### src/rtl/fp_pkg.sv
// fp_pkg
// Shared definitions for the binary32 adder normalize/round stage.
// Provides the FSM state enum, the field-width constants and a packed
// struct that overlays the IEEE-754 binary32 layout {sign, exp, frac}.
package fp_pkg;

    localparam int EXP_W   = 8;
    localparam int MAN_W   = 23;
    localparam int EXT_W   = 27;
    localparam int EXP_MAX = 255;

    typedef enum logic [2:0] {
        IDLE,
        ADD,
        NORM,
        ROUND,
        DONE
    } fpState;

    typedef struct packed {
        logic               sign;
        logic [EXP_W-1:0]   exponent;
        logic [MAN_W-1:0]   fraction;
    } fpBinary32;

endpackage

### src/rtl/fp_add_normalize_if.sv
// fp_add_normalize_if
// Handshake bundle between the alignment stage, the normalize stage and the
// downstream consumer.
//   master : upstream/downstream side (drives operands, in_valid, out_ready)
//   slave  : the normalize stage (drives in_ready, out_valid, result, flags)
// Signals: in_valid/in_ready, signA, signB, exponentIn, alignedMantissaA/B,
// guardBit, roundBit, stickyBit, out_valid/out_ready, result, overflow, inexact.
interface fp_add_normalize_if;
    import fp_pkg::*;

    logic               in_valid;
    logic               in_ready;
    logic               signA;
    logic               signB;
    logic [EXP_W-1:0]   exponentIn;
    logic [MAN_W:0]     alignedMantissaA;
    logic [MAN_W:0]     alignedMantissaB;
    logic               guardBit;
    logic               roundBit;
    logic               stickyBit;
    logic               out_valid;
    logic               out_ready;
    logic [31:0]        result;
    logic               overflow;
    logic               inexact;

    modport master (
        output in_valid, signA, signB, exponentIn,
               alignedMantissaA, alignedMantissaB,
               guardBit, roundBit, stickyBit, out_ready,
        input  in_ready, out_valid, result, overflow, inexact
    );

    modport slave (
        input  in_valid, signA, signB, exponentIn,
               alignedMantissaA, alignedMantissaB,
               guardBit, roundBit, stickyBit, out_ready,
        output in_ready, out_valid, result, overflow, inexact
    );

endinterface

### src/rtl/fp_round_pack.sv
// fp_round_pack
// Combinational round-to-nearest-even and binary32 packing.
// Ports:
//   sign     in   result sign
//   ext      in   27-bit extended mantissa, bit 26 hidden, bits [2:0] = G/R/S
//   expIn    in   9-bit internal exponent (never below 1)
//   result   out  packed binary32 word
//   overflow out  result saturated to infinity
//   inexact  out  any of G/R/S set before rounding
module fp_round_pack
    import fp_pkg::*;
(
    input  logic               sign,
    input  logic [EXT_W-1:0]   ext,
    input  logic [EXP_W:0]     expIn,
    output logic [31:0]        result,
    output logic               overflow,
    output logic               inexact
);

    logic              roundUp;
    logic [MAN_W+1:0]  rounded;
    logic [MAN_W:0]    mant;
    logic [EXP_W:0]    expAdj;
    fpBinary32         fields;

    // Round half to even, then absorb a mantissa carry by shifting right.
    // A denormal (E==1, hidden clear) that rounds into bit 23 becomes the
    // smallest normal purely through the hidden-bit test on the exponent.
    always_comb begin
        roundUp  = ext[2] & (ext[1] | ext[0] | ext[3]);
        rounded  = {1'b0, ext[EXT_W-1:3]} + {{MAN_W+1{1'b0}}, roundUp};
        mant     = rounded[MAN_W:0];
        expAdj   = expIn;
        if (rounded[MAN_W+1]) begin
            mant   = rounded[MAN_W+1:1];
            expAdj = expIn + 9'd1;
        end
        overflow        = (expAdj >= 9'(EXP_MAX));
        inexact         = |ext[2:0];
        fields.sign     = sign;
        fields.exponent = mant[MAN_W] ? expAdj[EXP_W-1:0] : 8'd0;
        fields.fraction = mant[MAN_W-1:0];
        if (overflow) begin
            fields.exponent = 8'hFF;
            fields.fraction = '0;
        end
        result = fields;
    end

endmodule

### src/rtl/fp_add_normalize.sv
// fp_add_normalize
// Second stage of the binary32 adder: effective add/subtract of the aligned
// mantissas, one-bit-per-cycle left normalization, RNE rounding and packing.
// Ports:
//   clock    in   single rising-edge clock
//   reset_n  in   synchronous active-low reset
//   bus      slave modport of fp_add_normalize_if (operands, handshakes,
//            registered result/overflow/inexact)
module fp_add_normalize
    import fp_pkg::*;
(
    input  logic              clock,
    input  logic              reset_n,
    fp_add_normalize_if.slave bus
);

    fpState              state;
    fpState              stateNext;

    logic                signAQ;
    logic                signBQ;
    logic [EXP_W-1:0]    expQ;
    logic [MAN_W:0]      manAQ;
    logic [MAN_W:0]      manBQ;
    logic                gQ;
    logic                rQ;
    logic                sQ;

    logic [EXT_W-1:0]    extQ;
    logic [EXP_W:0]      eQ;
    logic                signQ;

    logic [31:0]         resultQ;
    logic                overflowQ;
    logic                inexactQ;
    logic                inReadyQ;
    logic                outValidQ;

    logic                aLarger;
    logic [EXT_W-1:0]    opX;
    logic [EXT_W-1:0]    opY;
    logic [EXP_W:0]      eBase;
    logic [EXT_W:0]      sum28;
    logic [EXT_W-1:0]    diff27;
    logic [EXT_W-1:0]    addExt;
    logic [EXP_W:0]      addE;
    logic                addSign;
    logic                addZero;
    logic [EXT_W-1:0]    normExt;
    logic [EXP_W:0]      normE;

    logic [31:0]         rpResult;
    logic                rpOverflow;
    logic                rpInexact;

    // Effective operation on the captured operands. The GRS bits always
    // belong to the smaller mantissa; equal mantissas carry zero GRS, so
    // X-Y never goes negative. A sum carry is folded back with the lost bit
    // ORed into the sticky position.
    always_comb begin
        aLarger = (manAQ >= manBQ);
        opX     = {aLarger ? manAQ : manBQ, 3'b000};
        opY     = {aLarger ? manBQ : manAQ, gQ, rQ, sQ};
        eBase   = (expQ == 8'd0) ? 9'd1 : {1'b0, expQ};
        sum28   = {1'b0, opX} + {1'b0, opY};
        diff27  = opX - opY;
        addExt  = sum28[EXT_W-1:0];
        addE    = eBase;
        addSign = signAQ;
        addZero = 1'b0;
        if (signAQ == signBQ) begin
            if (sum28[EXT_W]) begin
                addExt = {sum28[EXT_W:2], sum28[1] | sum28[0]};
                addE   = eBase + 9'd1;
            end
        end else begin
            addExt  = diff27;
            addSign = aLarger ? signAQ : signBQ;
            addZero = (diff27 == '0);
        end
        normExt = {extQ[EXT_W-2:0], 1'b0};
        normE   = eQ - 9'd1;
    end

    fp_round_pack roundPack (
        .sign     (signQ),
        .ext      (extQ),
        .expIn    (eQ),
        .result   (rpResult),
        .overflow (rpOverflow),
        .inexact  (rpInexact)
    );

    // Next-state logic. Normalization stops once the hidden bit is set or the
    // exponent reaches 1, which is where denormal results come from.
    always_comb begin
        stateNext = state;
        case (state)
            IDLE:  if (bus.in_valid) stateNext = ADD;
            ADD: begin
                if (addZero)                          stateNext = DONE;
                else if (!addExt[EXT_W-1] && addE > 9'd1) stateNext = NORM;
                else                                  stateNext = ROUND;
            end
            NORM:  if (normExt[EXT_W-1] || normE == 9'd1) stateNext = ROUND;
            ROUND: stateNext = DONE;
            DONE:  if (bus.out_ready) stateNext = IDLE;
            default: stateNext = IDLE;
        endcase
    end

    // State, datapath and output registers. in_ready/out_valid are decoded
    // from the next state so every output comes straight from a flop.
    always_ff @(posedge clock) begin
        if (!reset_n) begin
            state     <= IDLE;
            inReadyQ  <= 1'b1;
            outValidQ <= 1'b0;
            resultQ   <= '0;
            overflowQ <= 1'b0;
            inexactQ  <= 1'b0;
        end else begin
            state     <= stateNext;
            inReadyQ  <= (stateNext == IDLE);
            outValidQ <= (stateNext == DONE);
            case (state)
                IDLE: begin
                    if (bus.in_valid) begin
                        signAQ <= bus.signA;
                        signBQ <= bus.signB;
                        expQ   <= bus.exponentIn;
                        manAQ  <= bus.alignedMantissaA;
                        manBQ  <= bus.alignedMantissaB;
                        gQ     <= bus.guardBit;
                        rQ     <= bus.roundBit;
                        sQ     <= bus.stickyBit;
                    end
                end
                ADD: begin
                    extQ  <= addExt;
                    eQ    <= addE;
                    signQ <= addSign;
                    if (addZero) begin
                        resultQ   <= '0;
                        overflowQ <= 1'b0;
                        inexactQ  <= 1'b0;
                    end
                end
                NORM: begin
                    extQ <= normExt;
                    eQ   <= normE;
                end
                ROUND: begin
                    resultQ   <= rpResult;
                    overflowQ <= rpOverflow;
                    inexactQ  <= rpInexact;
                end
                default: ;
            endcase
        end
    end

    assign bus.in_ready  = inReadyQ;
    assign bus.out_valid = outValidQ;
    assign bus.result    = resultQ;
    assign bus.overflow  = overflowQ;
    assign bus.inexact   = inexactQ;

endmodule

### src/flat_wrapper.sv
// flat-port wrapper written by rule: the top's interface ports become plain ports
module fp_add_normalize_flat import fp_pkg::*;
  (clock, reset_n, bus_in_valid, bus_signA, bus_signB, bus_exponentIn, bus_alignedMantissaA, bus_alignedMantissaB, bus_guardBit, bus_roundBit, bus_stickyBit, bus_out_ready, bus_in_ready, bus_out_valid, bus_result, bus_overflow, bus_inexact);
  fp_add_normalize_if bus_i ();
  input  logic clock;
  input  logic reset_n;
  input wire logic [$bits(bus_i.in_valid)-1:0] bus_in_valid;
  input wire logic [$bits(bus_i.signA)-1:0] bus_signA;
  input wire logic [$bits(bus_i.signB)-1:0] bus_signB;
  input wire logic [$bits(bus_i.exponentIn)-1:0] bus_exponentIn;
  input wire logic [$bits(bus_i.alignedMantissaA)-1:0] bus_alignedMantissaA;
  input wire logic [$bits(bus_i.alignedMantissaB)-1:0] bus_alignedMantissaB;
  input wire logic [$bits(bus_i.guardBit)-1:0] bus_guardBit;
  input wire logic [$bits(bus_i.roundBit)-1:0] bus_roundBit;
  input wire logic [$bits(bus_i.stickyBit)-1:0] bus_stickyBit;
  input wire logic [$bits(bus_i.out_ready)-1:0] bus_out_ready;
  output wire logic [$bits(bus_i.in_ready)-1:0] bus_in_ready;
  output wire logic [$bits(bus_i.out_valid)-1:0] bus_out_valid;
  output wire logic [$bits(bus_i.result)-1:0] bus_result;
  output wire logic [$bits(bus_i.overflow)-1:0] bus_overflow;
  output wire logic [$bits(bus_i.inexact)-1:0] bus_inexact;
  assign bus_i.in_valid = bus_in_valid;
  assign bus_i.signA = bus_signA;
  assign bus_i.signB = bus_signB;
  assign bus_i.exponentIn = bus_exponentIn;
  assign bus_i.alignedMantissaA = bus_alignedMantissaA;
  assign bus_i.alignedMantissaB = bus_alignedMantissaB;
  assign bus_i.guardBit = bus_guardBit;
  assign bus_i.roundBit = bus_roundBit;
  assign bus_i.stickyBit = bus_stickyBit;
  assign bus_i.out_ready = bus_out_ready;
  assign bus_in_ready = bus_i.in_ready;
  assign bus_out_valid = bus_i.out_valid;
  assign bus_result = bus_i.result;
  assign bus_overflow = bus_i.overflow;
  assign bus_inexact = bus_i.inexact;
  fp_add_normalize u_core (.clock(clock), .reset_n(reset_n), .bus(bus_i));
endmodule
### config.mk
export PLATFORM = sky130hd
export DESIGN_NAME = fp_add_normalize_flat
export DESIGN_NICKNAME = d
export VERILOG_FILES = /design/src/rtl/fp_pkg.sv /design/src/rtl/fp_add_normalize_if.sv /design/src/rtl/fp_round_pack.sv /design/src/rtl/fp_add_normalize.sv /design/src/flat_wrapper.sv
export SDC_FILE = /design/constraint.sdc
export NUM_CORES = 1
export LEC_CHECK = 0
export BUFFER_PORTS_ARGS = -buffer_cell sky130_fd_sc_hd__clkbuf_2
export CAP_MARGIN = 5
export CORE_UTILIZATION = 50
export CTS_CLUSTER_SIZE = 40
export DETAILED_ROUTE_END_ITERATION = 10
export MAX_ROUTING_LAYER = met4
export PLACE_DENSITY = 0.74
export SLEW_MARGIN = 20
export SYNTH_ARGS = -nofsm -noshare
export SYNTH_HDL_FRONTEND = slang
export SYNTH_SLANG_ARGS = --single-unit
### constraint.sdc
create_clock -name clock -period 9.5 [get_ports clock]
set_input_delay 1.9 -clock clock [delete_from_list [all_inputs] [get_ports clock]]
set_output_delay 1.9 -clock clock [all_outputs]
set_load 0.02 [all_outputs]
# ---- Word-level counts from Yosys, hierarchy flattened
# Cells that the tools add are included.
dict set report classes {
  n_addsub 6
  mul 0
  div_mod_pow 0
  magnitude_cmp 3
  n_eq_ne 8
  n_shift 0
  n_mux 27
  n_bitwise 4
  n_reduce_logical 14
}
# operator n
set op_table {}
lappend op_table {{2-to-1 mux 24 bit} 3}
lappend op_table {{case mux 32 bit (2 select lines)} 1}
lappend op_table {{2-to-1 mux 27 bit} 2}
lappend op_table {{case mux 27 bit (2 select lines)} 1}
lappend op_table {{2-to-1 mux 32 bit} 1}
lappend op_table {{2-to-1 mux 31 bit} 1}
lappend op_table {{adder 27 x 27 -> 28 bit} 1}
lappend op_table {{logical NOT 27 bit} 1}
lappend op_table {{2-to-1 mux 9 bit} 3}
lappend op_table {{subtractor 27 bit} 1}
lappend op_table {{adder 24 x 1 -> 25 bit} 1}
lappend op_table {{>= comparator 24 bit} 1}
lappend op_table {{adder 9 x 1 -> 9 bit (second input constant)} 2}
lappend op_table {{case mux 9 bit (2 select lines)} 1}
lappend op_table {{2-to-1 mux 8 bit} 2}
lappend op_table {{case mux 3 bit (5 select lines)} 1}
lappend op_table {{2-to-1 mux 3 bit} 4}
lappend op_table {{== test 9 x 1 -> 1 bit (second input constant)} 1}
lappend op_table {{>= comparator 9 x 8 -> 1 bit (second input constant)} 1}
lappend op_table {{greater-than comparator 9 x 1 -> 1 bit (second input constant)} 1}
lappend op_table {{subtractor 9 x 1 -> 9 bit (second input constant)} 1}
lappend op_table {{logical NOT 8 bit} 1}
lappend op_table {{== test 3 x 2 -> 1 bit (second input constant)} 2}
lappend op_table {{== test 3 bit (second input constant)} 2}
lappend op_table {{15 further kinds} 26}
dict set report totals {
  register_bits 137
  latchBits 0
  mem_bits_rw 0
  romBits 0
  output_inout_bits 36
  mem_count 0
}

# ---- Logic depth before layout (Yosys ltp)
dict set report logic_depth {
  ltp_word 12
  ltp_mapped 20
  ltp_nobuf 17
}

# ---- Cells and area by module
# A second synthesis with hierarchy kept.
dict set report hier_totals {
  hier_cells 1282
  hier_area_um2 11183.2
}
# module instances cells_per_inst area_per_inst_um2 seq_area_each_um2
set modules_own_cells {}
lappend modules_own_cells {fp_add_normalize 1 1094 9953.3 3723.6}
lappend modules_own_cells {fp_round_pack 1 188 1229.9 0.0}

# ---- Worst setup path before layout
# Ideal clock, no wire load.
dict set report synth_timing {
  path_type {register -> register}
  start {reg u_core.manAQ[14]}
  end {reg u_core.resultQ[25], in the netlist u_core.bus.result[25]}
  setup_time_ns 0.129
  arrival_ns 4.382
  required_time_ns 9.371
  slack_ns 4.989
  path_stages_with_launch 19
  path_buffers 3
  cell_sequence {edfxtp_1 ha_1 buf_4 nand2_4 nor3_2 nand3_1 or2_1 buf_2 a211oi_4 nor3_1 o221ai_1 xor2_1 or4_1 or4b_4 nor4b_4 nand4_4 nor2_8 buf_6 o211ai_2}
}
dict set report synth_between {
  elab_chain_cells 7
}
# element line
set synth_rtl {}
lappend synth_rtl {{from (decl)} fp_add_normalize.sv:23} ;# logic [MAN_W:0] manAQ;
lappend synth_rtl {{from (signal assigned)} fp_add_normalize.sv:132} ;# manAQ <= bus.alignedMantissaA;
lappend synth_rtl {{>= comparator 24 bit} fp_add_normalize.sv:61} ;# aLarger = (manAQ >= manBQ);
lappend synth_rtl {{2-to-1 mux 24 bit (on tied branches)} {fp_add_normalize.sv:62, fp_add_normalize.sv:63}}
lappend synth_rtl {{subtractor 27 bit *} fp_add_normalize.sv:66} ;# diff27 = opX - opY;
lappend synth_rtl {{logical NOT 27 bit *} fp_add_normalize.sv:79} ;# addZero = (diff27 == '0);
lappend synth_rtl {{2-to-1 mux 1 bit *} fp_add_normalize.sv:71} ;# if (signAQ == signBQ) begin
lappend synth_rtl {{inequality test 2 x 1 -> 1 bit (no source line) *} -}
lappend synth_rtl {{AND reduction 2 bit (no source line) *} -}
lappend synth_rtl {{to (signal assigned)} fp_add_normalize.sv:154} ;# resultQ <= rpResult;
lappend synth_rtl {{to (decl)} fp_add_normalize.sv:33} ;# logic [31:0] resultQ;
# Every way passes the cells marked *; elsewhere a longest branch is shown, timed or not.
# A chain may end at the register's enable or synchronous reset.

# ---- Worst setup path in the final report
dict set report layout_timing {
  start {reg u_core.manBQ[15]}
  end {reg u_core.resultQ[23], in the netlist u_core.bus.result[23]}
}
dict set report layout_between {
  elab_chain_cells 7
}
# element line
set layout_rtl {}
lappend layout_rtl {{from (decl)} fp_add_normalize.sv:24} ;# logic [MAN_W:0] manBQ;
lappend layout_rtl {{from (signal assigned)} fp_add_normalize.sv:133} ;# manBQ <= bus.alignedMantissaB;
lappend layout_rtl {{>= comparator 24 bit} fp_add_normalize.sv:61}
lappend layout_rtl {{2-to-1 mux 24 bit (on tied branches)} {fp_add_normalize.sv:62, fp_add_normalize.sv:63}}
lappend layout_rtl {{subtractor 27 bit *} fp_add_normalize.sv:66}
lappend layout_rtl {{logical NOT 27 bit *} fp_add_normalize.sv:79}
lappend layout_rtl {{2-to-1 mux 1 bit *} fp_add_normalize.sv:71}
lappend layout_rtl {{inequality test 2 x 1 -> 1 bit (no source line) *} -}
lappend layout_rtl {{AND reduction 2 bit (no source line) *} -}
# Marked as above.

==> impl_results.md <==
- Status: finished clean
- Net Sw Frac: 38.89%
- Number of global-route vias before repair: 8375
- CTS clk-pin slew, worst paths: 60 ps
- Delay-heaviest family, CP: simple AND/OR/NAND/NOR gates
- Post-placement cell count: 1508
- Post-synthesis area per instance: 8.677 um2
- Final Max Tran Viols: 0
- Mux contribution to synthesized area: 1.986%
- Commonest non-fill, non-tap cell in the layout: nand2_1
- TritonCTS buffer count: 17
- Number of remaining DRC errors: 0
- Final worst-path cycle share: 62.02%
- Critical Path, Cell by Cell: inv_1 > ha_1 > a21oi_1 > o21ai_1 > a22oi_2 > nand3b_2 > nor2_1 > buf_4 > mux2_2 > a31oi_1 > o311ai_1 > a2111o_1 > a21oi_1 > o211ai_1 > or4bb_1 > nor2_8 > o211ai_1
- Largest family of logic cells by synthesized area: compound AO/OA/AOI/OAI gates
- Type of the worst min-delay path: reg -> reg
- Detailed Routing Iterations Pass 1: 5
- Post-synthesis simple-gate area fraction: 20.35%
- DRT iter0 DRCs: 652
- Via Count: 9079
- Peak supply drop: 0.1549 mV
- Area share of the largest cell type after synthesis: 28.31%
- Layout Skew: 10.03 ps
- Post-synth EDFFs: 98
- Synthesis Warnings: 0
- Switching power total: 1024 uW
- ANT cells: 0
- Comb pwr share: 39.1%
- Post-CTS Hold Buffers: 0
- Synth Register Bits: 137
- Die W: 146.2 um
- Site Rows: 52
- CTS Sinks: 137
- Pleak: 0.004637 uW
- # IOs: 101
- R2r setup slk: 3610 ps
- Nets: 1377
- PD cells: 226.4 nW/um2
- Synthesized cell area: 10390 um2
- Layout cells sized above 1: 15.20%
- Detailed Place HPWL: 19200 um
- CTS tree: done
- Routability cong.: 0.9651
- Seq pwr share: 33.8%
- Worst path buffer plus inverter count: 2
- Reg2reg start: u_core.manBQ[15]
- Max-cap violation count: 0
- Worst Setup End Kind: flip-flop
- Post-Syn Instances: 1198
- Die height: 146.2 um
- Unrepaired setup endpoints after global routing: false
- Clk_lat worst skew: 440 ps
- Least-Margin Pin Slew: 1045 ps
- Design Power: 2634 uW
- WL/cell: 16.70 um
- Fin cells: 1540
- Crit Path Max Fanout: 36
- H-tree depth: 4
- Crit path depth: 17
- Clock power share: 27.1%
- Antenna Nets Post-Route: 0
- Adder-Cell Fraction of Synth Area: 6.692%
- Setup violators final: 0
- Vias per cell: 5.895
- TNS Setup: 0 ps
- Port Buf Inserts: 100
- Critical Path Max Stage Delay: 670 ps
- Area grow syn2layout: 11.95%
- WHS Path Cells: 2
- Initial antenna violation count: 0
- Total track usage: 25.52%
- Hold Fails Final Rpt: 0
- Min-delay src: u_core.bus.result[4]
- Synth Area in XOR/XNOR: 6.909%
- Most area-consuming cells after synthesis: edfxtp_1 28%, dfxtp_1 7.5%, ha_1 6.5%
- Worst reg-to-reg path cell count: 17
- Total setup buffers inserted after CTS: 0
- Compound-gate portion of the synthesized area: 22.54%
- Async SR Flop Fraction: 0%
- Most frequent cells in the layout: 111 x nand2_1, 100 x clkbuf_2, 99 x nor2_1
- Achievable frequency: 169.7 MHz
- Max clock buf depth: 2
- Post-Route WL: 25720 um
- FF-to-FF End: u_core.bus.result[23]
- Kind of critical path: reg -> reg
- Post-Syn Nets: 1318
- Worst Setup Start Kind: flip-flop
- Hold Path Sink: u_core.bus.result[4]
- Yosys cell types: 91
- P_int: 1610 uW
- Required @ worst endpoint: 9790 ps
- # resized after CTS: 0
- Fin crit period: 5892 ps
- GRT overflow: 0
- Yosys top cell by area: edfxtp_1
- Rel. slew slack: 29.90%
- Critical Path AT: 6190 ps
- CP max stage cell: or4bb_1
- Initial core utilization: 51.21%
- Seq/Total Area, Yosys: 35.82%
- First-pass GRT wire length: 42410 um
- Root buffer cell: clkbuf_16
- Die area: 21370 um2
- Synth Flop Type: edfxtp_1
- CORE AREA: 20300 um2
- Largest net degree at the start of global routing: 85
==> layer usage <==
metal / GRT usage (%) / vias to the layer above / wire length (um)
met4: 7.448 / 0 / 436
met5: - / - / 0
met2: 38.60 / 276 / 11610
li1: - / 4532 / -
met3: 3.844 / 31 / 1272
met1: 35.32 / 4240 / 12400
==> worst register-to-register path, stage by stage (launching register included) <==
cell	delay [ps]
edfxtp_1	370
inv_1	70
ha_1	480
a21oi_1	240
o21ai_1	110
a22oi_2	220
nand3b_2	400
nor2_1	520
buf_4	280
mux2_2	380
a31oi_1	290
o311ai_1	210
a2111o_1	480
a21oi_1	190
o211ai_1	120
or4bb_1	670
nor2_8	530
o211ai_1	190
==> power groups by stage <==
stage	clock [uW]	sequential [uW]	combinational, uW
final	714	890	1030
after global routing	743	908	1140
after detailed placement	0	902	1020
after global placement	0	894	1010
after floorplan	0	907	752
after CTS	723	890	1020
==> sequential cells by signal (all words and copies together) (netlist names), 3 cells and up <==
| register | count |
|---|---|
| u_core.bus.result | 32 |
| u_core.manAQ | 24 |
| u_core.eQ | 9 |
| u_core.manBQ | 24 |
| u_core.expQ | 8 |
| u_core.extQ | 27 |
| u_core.state | 3 |
==> worst max-delay path by stage <==
stage / startpoint / end / slack [ps]
floorplan: u_core.manAQ[14] / u_core.bus.result[25] / 4990
global placement: u_core.manAQ[15] / u_core.bus.out_valid / 3720
detailed placement: u_core.manBQ[15] / u_core.bus.result[23] / 3630
CTS: u_core.manBQ[15] / u_core.bus.result[23] / 3620
global route: u_core.manBQ[15] / u_core.bus.result[23] / 3270
finish: u_core.manBQ[15] / u_core.bus.result[23] / 3610
==> stage by stage <==
step | hold slack (ps) | setup WS, ps | instance area, um2 | utilization (%)
after floorplan | 427.8 | 4989 | 10400 | -
after global routing | 500.0 | 3270 | 11640 | 57.33
after detailed placement | 474.6 | 3626 | 10990 | 54.14
final | 484.6 | 3608 | 11640 | 57.33
after CTS | 482.4 | 3622 | 11640 | 57.33
after global placement | 461.4 | 3722 | 10990 | 54.14
==> area by class of cell <==
type                       instances  area (um2)
timing repair buffer             112       590.6
fill                            1843        8662
clock buffer                      25       593.1
clock inverter                     7       55.05
tap                              270       337.8
inverter                          63       236.5
sequential                       137        3724
multi-input combinational        926        6101
==> cell families (layout without fill, tap and decap cells) <==
family,after synthesis,after routing
xor gates and xnor gates,82,82
DFF,137,137
adders and majority gates,55,55
and+or+nand+nor,420,420
AOI/OAI and AO/OA,349,349
buffers and inverters,135,207
muxes,20,20
==> Yosys cell counts (5+ instances only) <==
cell type / n
buf_6: 5
ha_1: 54
o21ai_1: 18
o21ai_2: 11
edfxtp_1: 98
a32oi_1: 11
a22oi_1: 6
inv_1: 60
a31oi_1: 26
or2_2: 6
mux2i_1: 15
buf_4: 10
nor3_1: 25
xor2_1: 28
o211ai_2: 6
nor4_1: 10
a211oi_1: 10
nand4_1: 6
a221oi_1: 6
nor2_1: 99
nor2b_1: 9
nand2_1: 111
clkbuf_1: 46
o2111ai_1: 5
o211ai_1: 15
nand3_1: 72
nand2b_1: 17
nor3b_1: 5
o21bai_1: 6
mux2_2: 5
o21ai_0: 54
dfxtp_1: 39
a21oi_1: 88
or3_1: 5
and2_1: 9
o21a_1: 9
o22ai_1: 13
and3_1: 16
buf_2: 8
xnor2_1: 54
o31ai_1: 10
(Power assumes the default switching activity.)
